[config.mk]
export PLATFORM = sky130hd
export DESIGN_NAME = axi_lite_cmd_arbiter
export DESIGN_NICKNAME = d
export VERILOG_FILES = /design/src/rtl/axi_lite_cmd_arbiter.sv
export SDC_FILE = /design/constraint.sdc
export NUM_CORES = 1
export LEC_CHECK = 0
export CORE_AREA = 2 2 158 160
export DETAILED_ROUTE_END_ITERATION = 10
export DIE_AREA = 0 0 160 162
export GPL_ROUTABILITY_DRIVEN = 0
export SYNTH_ARGS = -nofsm -noshare
export SYNTH_HDL_FRONTEND = slang
export SYNTH_SLANG_ARGS = --single-unit
export TNS_END_PERCENT = 1
[constraint.sdc]
create_clock -name ACLK -period 5.8 [get_ports ACLK]
set_input_delay 1.16 -clock ACLK [delete_from_list [all_inputs] [get_ports ACLK]]
set_output_delay 1.16 -clock ACLK [all_outputs]
set_load 0.01 [all_outputs]
[src/rtl/axi_lite_cmd_arbiter.sv]
// Round-robin arbiter sharing one AXI4-Lite master command port among NUM_REQ
// requesters; latches the winning command and returns rdata plus a one-hot completion pulse.
//
// state | meaning
// IDLE  | no command in flight; arbitrate among raised req_transfer bits
// GRANT | latched command presented to the master until ready
// DONE  | one-cycle req_ready pulse to the granted requester

module axi_lite_cmd_arbiter #(
  parameter int NUM_REQ = 4,
  parameter int ADDR_W  = 32,
  parameter int DATA_W  = 32
) (
  input  logic                        ACLK,
  input  logic                        ARESET,
  input  logic [NUM_REQ-1:0]          req_transfer,
  input  logic [NUM_REQ-1:0]          req_write,
  input  logic [NUM_REQ*ADDR_W-1:0]   req_addr,
  input  logic [NUM_REQ*DATA_W-1:0]   req_wdata,
  output logic [NUM_REQ-1:0]          req_ready,
  output logic [DATA_W-1:0]           req_rdata,
  output logic                        transfer,
  output logic                        write,
  output logic [ADDR_W-1:0]           addr,
  output logic [DATA_W-1:0]           wdata,
  input  logic                        ready,
  input  logic [DATA_W-1:0]           rdata,
  output logic [$clog2(NUM_REQ)-1:0]  grant_id,
  output logic                        busy
);

  localparam int IDW = $clog2(NUM_REQ);

  typedef enum logic [1:0] {
    IDLE  = 2'd0,
    GRANT = 2'd1,
    DONE  = 2'd2
  } state_t;

  state_t state, state_nxt;

  logic [IDW-1:0]     rr_ptr;
  logic [IDW-1:0]     rr_nxt;
  logic               win_found;
  logic [IDW-1:0]     win_idx;
  logic [IDW:0]       sum;
  logic [IDW-1:0]     cand;
  logic               win_write;
  logic [ADDR_W-1:0]  win_addr;
  logic [DATA_W-1:0]  win_wdata;
  logic [NUM_REQ-1:0] grant_onehot;

  // Search from rr_ptr upward, wrapping; the first raised request wins.
  always_comb begin
    win_found = 1'b0;
    win_idx   = '0;
    sum       = '0;
    cand      = '0;
    for (int k = 0; k < NUM_REQ; k++) begin
      sum = {1'b0, rr_ptr} + (IDW+1)'(k);
      if (sum >= (IDW+1)'(NUM_REQ)) begin
        sum = sum - (IDW+1)'(NUM_REQ);
      end
      cand = sum[IDW-1:0];
      if (!win_found && req_transfer[cand]) begin
        win_found = 1'b1;
        win_idx   = cand;
      end
    end
  end

  always_comb begin
    win_write = 1'b0;
    win_addr  = '0;
    win_wdata = '0;
    for (int k = 0; k < NUM_REQ; k++) begin
      if (win_idx == IDW'(k)) begin
        win_write = req_write[k];
        win_addr  = req_addr[k*ADDR_W +: ADDR_W];
        win_wdata = req_wdata[k*DATA_W +: DATA_W];
      end
    end
  end

  always_comb begin
    if (win_idx == IDW'(NUM_REQ-1)) begin
      rr_nxt = '0;
    end else begin
      rr_nxt = win_idx + IDW'(1);
    end
  end

  always_comb begin
    grant_onehot = '0;
    for (int k = 0; k < NUM_REQ; k++) begin
      if (grant_id == IDW'(k)) begin
        grant_onehot[k] = 1'b1;
      end
    end
  end

  always_ff @(posedge ACLK) begin
    if (ARESET) begin
      state <= IDLE;
    end else begin
      state <= state_nxt;
    end
  end

  always_comb begin
    state_nxt = state;
    case (state)
      IDLE:    if (win_found) state_nxt = GRANT;
      GRANT:   if (ready)     state_nxt = DONE;
      DONE:    state_nxt = IDLE;
      default: state_nxt = IDLE;
    endcase
  end

  // transfer/busy are flopped from the next state so every output comes from a register.
  always_ff @(posedge ACLK) begin
    if (ARESET) begin
      rr_ptr    <= '0;
      grant_id  <= '0;
      write     <= 1'b0;
      addr      <= '0;
      wdata     <= '0;
      transfer  <= 1'b0;
      busy      <= 1'b0;
      req_ready <= '0;
      req_rdata <= '0;
    end else begin
      transfer  <= (state_nxt == GRANT);
      busy      <= (state_nxt != IDLE);
      req_ready <= '0;
      if (state == IDLE && win_found) begin
        write    <= win_write;
        addr     <= win_addr;
        wdata    <= win_wdata;
        grant_id <= win_idx;
        rr_ptr   <= rr_nxt;
      end
      if (state == GRANT && ready) begin
        req_ready <= grant_onehot;
        if (!write) begin
          req_rdata <= rdata;
        end
      end
    end
  end

endmodule

# Word level (Yosys, flattened, before mapping)
# Index checks and enable logic that the tools add are counted.
[totals]
reg_bits = 109
in_bits = 299
output_inout_bits = 105
word_cells = 90
[classes]
add_sub_neg = 8
order_cmp = 8
n_eq_ne = 8
muxes = 40
bitwise = 2
n_reduce_logical = 14
[op_table]
columns = ["op", "n"]
rows = [
  ["2-to-1 mux 32 bit", 8],
  ["2-to-1 mux 2 bit", 11],
  ["2-to-1 mux 1 bit", 16],
  ["< comparator 2 x 3 -> 1 bit (second input constant)", 4],
  [">= comparator 3 bit (second input constant)", 3],
  ["binary-select mux 1 bit (select 2 bit)", 4],
  ["equality test 2 x 1 -> 1 bit (second input constant)", 4],
  ["equality test 2 bit (second input constant)", 4],
  ["subtractor 2 x 1 -> 2 bit (second input constant)", 4],
  ["adder 2 x 2 -> 3 bit (second input constant)", 2],
  ["zero test 2 bit", 3],
  ["logical AND 1 bit", 5],
  ["one-hot mux 2 bit (2 select lines)", 1],
  ["adder 2 x 1 -> 3 bit (second input constant)", 1],
  [">= comparator 2 x 3 -> 1 bit (second input constant)", 1],
  ["zero test 1 bit", 3],
  ["adder 2 x 1 -> 2 bit (second input constant)", 1],
  ["inverter 1 bit", 2],
  ["AND reduction 2 bit", 1],
  ["nonzero test 2 bit", 1],
  ["OR reduction 2 bit", 1],
]

# Logic depth before layout (Yosys ltp)
[logic_depth]
ltp_word = 19
mapped_depth = 11
depth_no_buf = 9

# Least setup slack after synthesis
# OpenSTA, ideal clock, no wires.
[synth_path]
path_type = "input port to flip-flop"
startpoint = "in req_transfer[0]"
endpoint = "reg addr[0]"
setup_ps = 141
t_arrival_ps = 3147
required_time_ps = 5659
setup_slack_ps = 2512
path_stages = 11
n_path_buf = 2
path_cell_list = "nor2b_1 nor3b_1 a21oi_1 or3_1 ha_1 nor2b_1 buf_2 clkbuf_1 a221o_1 a221oi_2 nor3_2"
[synth_between]
elab_chain_cells = 17
word_cells_on_any_way = 31
classes_between = "eq/ne (3); mux (20); reduce/logical (8)"
[synth_rtl]
columns = ["item", "line_no", "source"]
rows = [
  ["from (decl)", "16", "input logic [NUM_REQ-1:0] req_transfer,"],
  ["binary-select mux 1 bit (select 2 bit)", "65", "if (!win_found && req_transfer[cand]) begin"],
  ["2-to-1 mux 1 bit (not written as such)", "65", ""],
  ["2-to-1 mux 1 bit", "65", ""],
  ["zero test 1 bit", "65", ""],
  ["logical AND 1 bit", "65", ""],
  ["2-to-1 mux 1 bit", "65", ""],
  ["zero test 1 bit", "65", ""],
  ["logical AND 1 bit", "65", ""],
  ["2-to-1 mux 1 bit", "65", ""],
  ["zero test 1 bit", "65", ""],
  ["logical AND 1 bit", "65", ""],
  ["2-to-1 mux 2 bit", "65", ""],
  ["zero test 2 bit", "77", "if (win_idx == IDW'(k)) begin"],
  ["2-to-1 mux 32 bit (4 in series)", "77", ""],
  ["to (signal assigned)", "138", "addr <= win_addr;"],
  ["to (decl)", "24", "output logic [ADDR_W-1:0] addr,"],
]
# Parallel ways exist; a longest one is shown, timed or not. The select of a mux whose other input is x is not followed.
# A chain may end at the register's enable or synchronous reset.

# Worst setup path after layout
[layout_path]
startpoint = "in req_transfer[1]"
endpoint = "reg wdata[18]"
[layout_between]
elab_chain_cells = 17
word_cells_on_any_way = 31
classes_between = "eq/ne (3); mux (20); reduce/logical (8)"
[layout_rtl]
columns = ["item", "line_no", "source"]
rows = [
  ["binary-select mux 1 bit (select 2 bit)", "65", ""],
  ["2-to-1 mux 1 bit (not written as such)", "65", ""],
  ["2-to-1 mux 1 bit", "65", ""],
  ["zero test 1 bit", "65", ""],
  ["logical AND 1 bit", "65", ""],
  ["2-to-1 mux 1 bit", "65", ""],
  ["zero test 1 bit", "65", ""],
  ["logical AND 1 bit", "65", ""],
  ["2-to-1 mux 1 bit", "65", ""],
  ["zero test 1 bit", "65", ""],
  ["logical AND 1 bit", "65", ""],
  ["2-to-1 mux 2 bit", "65", ""],
  ["zero test 2 bit", "77", ""],
  ["2-to-1 mux 32 bit (4 in series)", "77", ""],
  ["to (signal assigned)", "139", "wdata <= win_wdata;"],
  ["to (decl)", "25", "output logic [DATA_W-1:0] wdata,"],
]
# Parallel ways exist; a longest one is shown, timed or not. The select of a mux whose other input is x is not followed.

==> results.toml <==
[final_layout]
layout.cells.non_filler = 1401
layout_commonest_cell = "sky130_fd_sc_hd__clkdlybuf4s50_1"
num-nets-final = 1372
layout-drive-gt1-share = 0.155
layout.cells.most_common_list = "402 x sky130_fd_sc_hd__clkdlybuf4s50_1, 109 x sky130_fd_sc_hd__dfxtp_1, 102 x sky130_fd_sc_hd__a21oi_1"
finalCoreUtilization = 0.451
syn_to_final_growth_pct = 71.6

[timing]
count_of_final_max_slew_check_failures = 0
hold_viol = 0
max_slew_margin = 0.256
setup_tns_ns = 0
setup_viol = 0
tightest_slew_ns = 1.12
period_minus_slack_ns = 4.21
worst_clock_skew_ns = 0.0136
grt_setup_unrepaired = "no"
fmax_mhz = 237
ratio_of_final_minimum_period_to_clock_period = 0.726

[synth]
async_reset_ff_frac = 0
ys.flop_type = "sky130_fd_sc_hd__dfxtp_1"
syn_avg_cell_area_um2 = 8.83
synth_seq_area_share = 0.344
postSynthNetCount = 1021
synth-warning-count = 0
synth_largest_type_area_fraction = 0.344
post_synth_main_area_contributors = "sky130_fd_sc_hd__dfxtp_1 34%, sky130_fd_sc_hd__a221oi_2 15%, sky130_fd_sc_hd__a221o_1 10%"
yosys.cell_types.count = 31
synthDominantAreaCellType = "sky130_fd_sc_hd__dfxtp_1"
syn-cell-area_um2 = 6340
synth_edf_count = 0
yosys_register_bits = 109
netlist_instances = 718

[placement]
port_buffers = 403
numPlacedInstances = 1382
hpwlAfterDp_um = 19600

[clock_tree]
cts_inserted_buffers = 9
cts_setup_buffers = 0
cts_tree = "built"
clk_pin_slew_ns = 0.08
cts_num_sinks = 109
cts.root.buffer_cell = "sky130_fd_sc_hd__clkbuf_16"
cts_resized = 0
post_cts_hold_buffer_count = 0
clock_path_buffers = 2
cts_max_level = 3
clkLatencyLatePin_ns = 0.36

[critical_path]
setup_crit_start_kind = "input port"
worst-endpoint-required_ns = 6.08
timing_worst_setup_path_type = "in2reg"
critical_path.startpoint = "req_transfer[1]"
crit-reg2reg-launch = "rr_ptr[1]"
path_max_fanout = 43
critical_path_endpoint_category = "flop"
crit_arrival_ns = 4.49

[floorplan]
die_width_um = 160
io_pins = 404
core-area_um2 = 24100
die_y_um = 162
floorplan.rows = 57
design.die.area_um2 = 25900
initial_core_util = 0.263

[global_routing]
combined_global_route_utilization_of_all_metal_layers = 0.201
pin_count_of_the_biggest_net_entering_global_routing = 75
grt_pass1_vias = 7032
grt_pass1_wl_um = 40600
gr-total-overflow = 0
grt_antenna_before_repair = 3

[routing]
drt-pass1-iter-count = 4
drt_drc_violations_left = 0
vias = 6831
wl_per_cell_um = 19.0
finalWirelength_um = 26600
remaining_antenna_violation_count = 0
route.detailed.vias_per_inst = 4.88
first_iter_violations = 295

[status]
status = "completed"

[power]
vdd.ir_drop.worst_mv = 0.111
cellLeakagePower_nw = 4.04
powerDensity_nw_per_um2 = 268

[job]
cap_violations = 0

[worst_hold_path]
hold_path_startpoint = "req_rdata[12]"
hp_class = "reg2reg"
==> metal layers <==
layer	vias up	track usage	share of wire
li1	3316	-	-
met1	3147	0.233	0.41
met2	308	0.336	0.47
met3	60	0.0608	0.083
met4	0	0.102	0.046
met5	-	0	0
==> final timing paths <==
path / endpoint / slack [ns] / cells past startpoint
setup / recovery: wdata[18] / 1.59 / 10
hold / removal: req_rdata[12] / 0.45 / 2
setup reg to reg: wdata[18] / 2.67 / 8
hold reg to reg: req_rdata[12] / 0.45 / 2
==> cells by family after synthesis <==
family | synth area share
fa+ha+maj | 0.00790
buf+inv | 0.0995
simple gates | 0.205
flops | 0.344
compound gates | 0.343
==> metrics by stage <==
| stage | hold slack, ns | cell area, µm² | setup slack (ns) | power [mW] |
|---|---|---|---|---|
| 4_1_cts | 0.458 | 10900 | 1.58 | 2.96 |
| 5_1_grt | 0.469 | 10900 | 1.28 | 3.10 |
| 3_5_place_dp | 0.446 | 10600 | 1.21 | 2.31 |
| 6_report | 0.455 | 10900 | 1.59 | 2.91 |
| 2_1_floorplan | 0.474 | 6340 | 2.51 | 1.72 |
| 3_3_place_gp | 0.441 | 10600 | 1.30 | 2.30 |
==> synthesized netlist by cell type, types with 7 or more instances <==
cell type                  count
sky130_fd_sc_hd__dfxtp_1     109
sky130_fd_sc_hd__nor2_1       67
sky130_fd_sc_hd__nor3_1        7
sky130_fd_sc_hd__buf_6         7
sky130_fd_sc_hd__a221oi_2     63
sky130_fd_sc_hd__buf_2        18
sky130_fd_sc_hd__nor3_2       63
sky130_fd_sc_hd__a221o_1      64
sky130_fd_sc_hd__nand2_1      69
sky130_fd_sc_hd__a21oi_1     102
sky130_fd_sc_hd__inv_1        69
sky130_fd_sc_hd__clkbuf_1     50
==> power by group <==
group | leakage (nW) | internal [mW] | total, mW | switching, mW
clock | 0.138 | 0.304 | 0.630 | 0.326
sequential | 0.898 | 0.847 | 0.900 | 0.0528
combinational | 3.01 | 0.697 | 1.38 | 0.684
total | 4.04 | 1.85 | 2.91 | 1.06
==> sequential cells by signal, indices dropped and copies added (netlist names) <==
register,cells
addr,32
req_rdata,32
wdata,32
req_ready,4
grant_id,2
rr_ptr,2
state,2
busy,1
transfer,1
write,1
==> critical path, stage by stage <==
cell,delay [ns]
sky130_fd_sc_hd__clkdlybuf4s50_1,0.57
sky130_fd_sc_hd__nand2b_1,0.15
sky130_fd_sc_hd__a21oi_1,0.05
sky130_fd_sc_hd__o32ai_1,0.55
sky130_fd_sc_hd__ha_1,0.29
sky130_fd_sc_hd__nor2b_4,0.60
sky130_fd_sc_hd__buf_4,0.58
sky130_fd_sc_hd__a221o_1,0.23
sky130_fd_sc_hd__a221oi_1,0.08
sky130_fd_sc_hd__nor3_1,0.21
==> area by class of cell <==
class / instances / area, µm²
Fill cell: 2454 / 13200
Multi-Input combinational cell: 464 / 3580
Clock inverter: 7 / 66.3
Inverter: 69 / 259
Tap cell: 324 / 405
Sequential cell: 109 / 2180
Antenna cell: 3 / 7.51
Timing Repair Buffer: 416 / 4150
Clock buffer: 9 / 225
(Power assumes the default switching activity.)
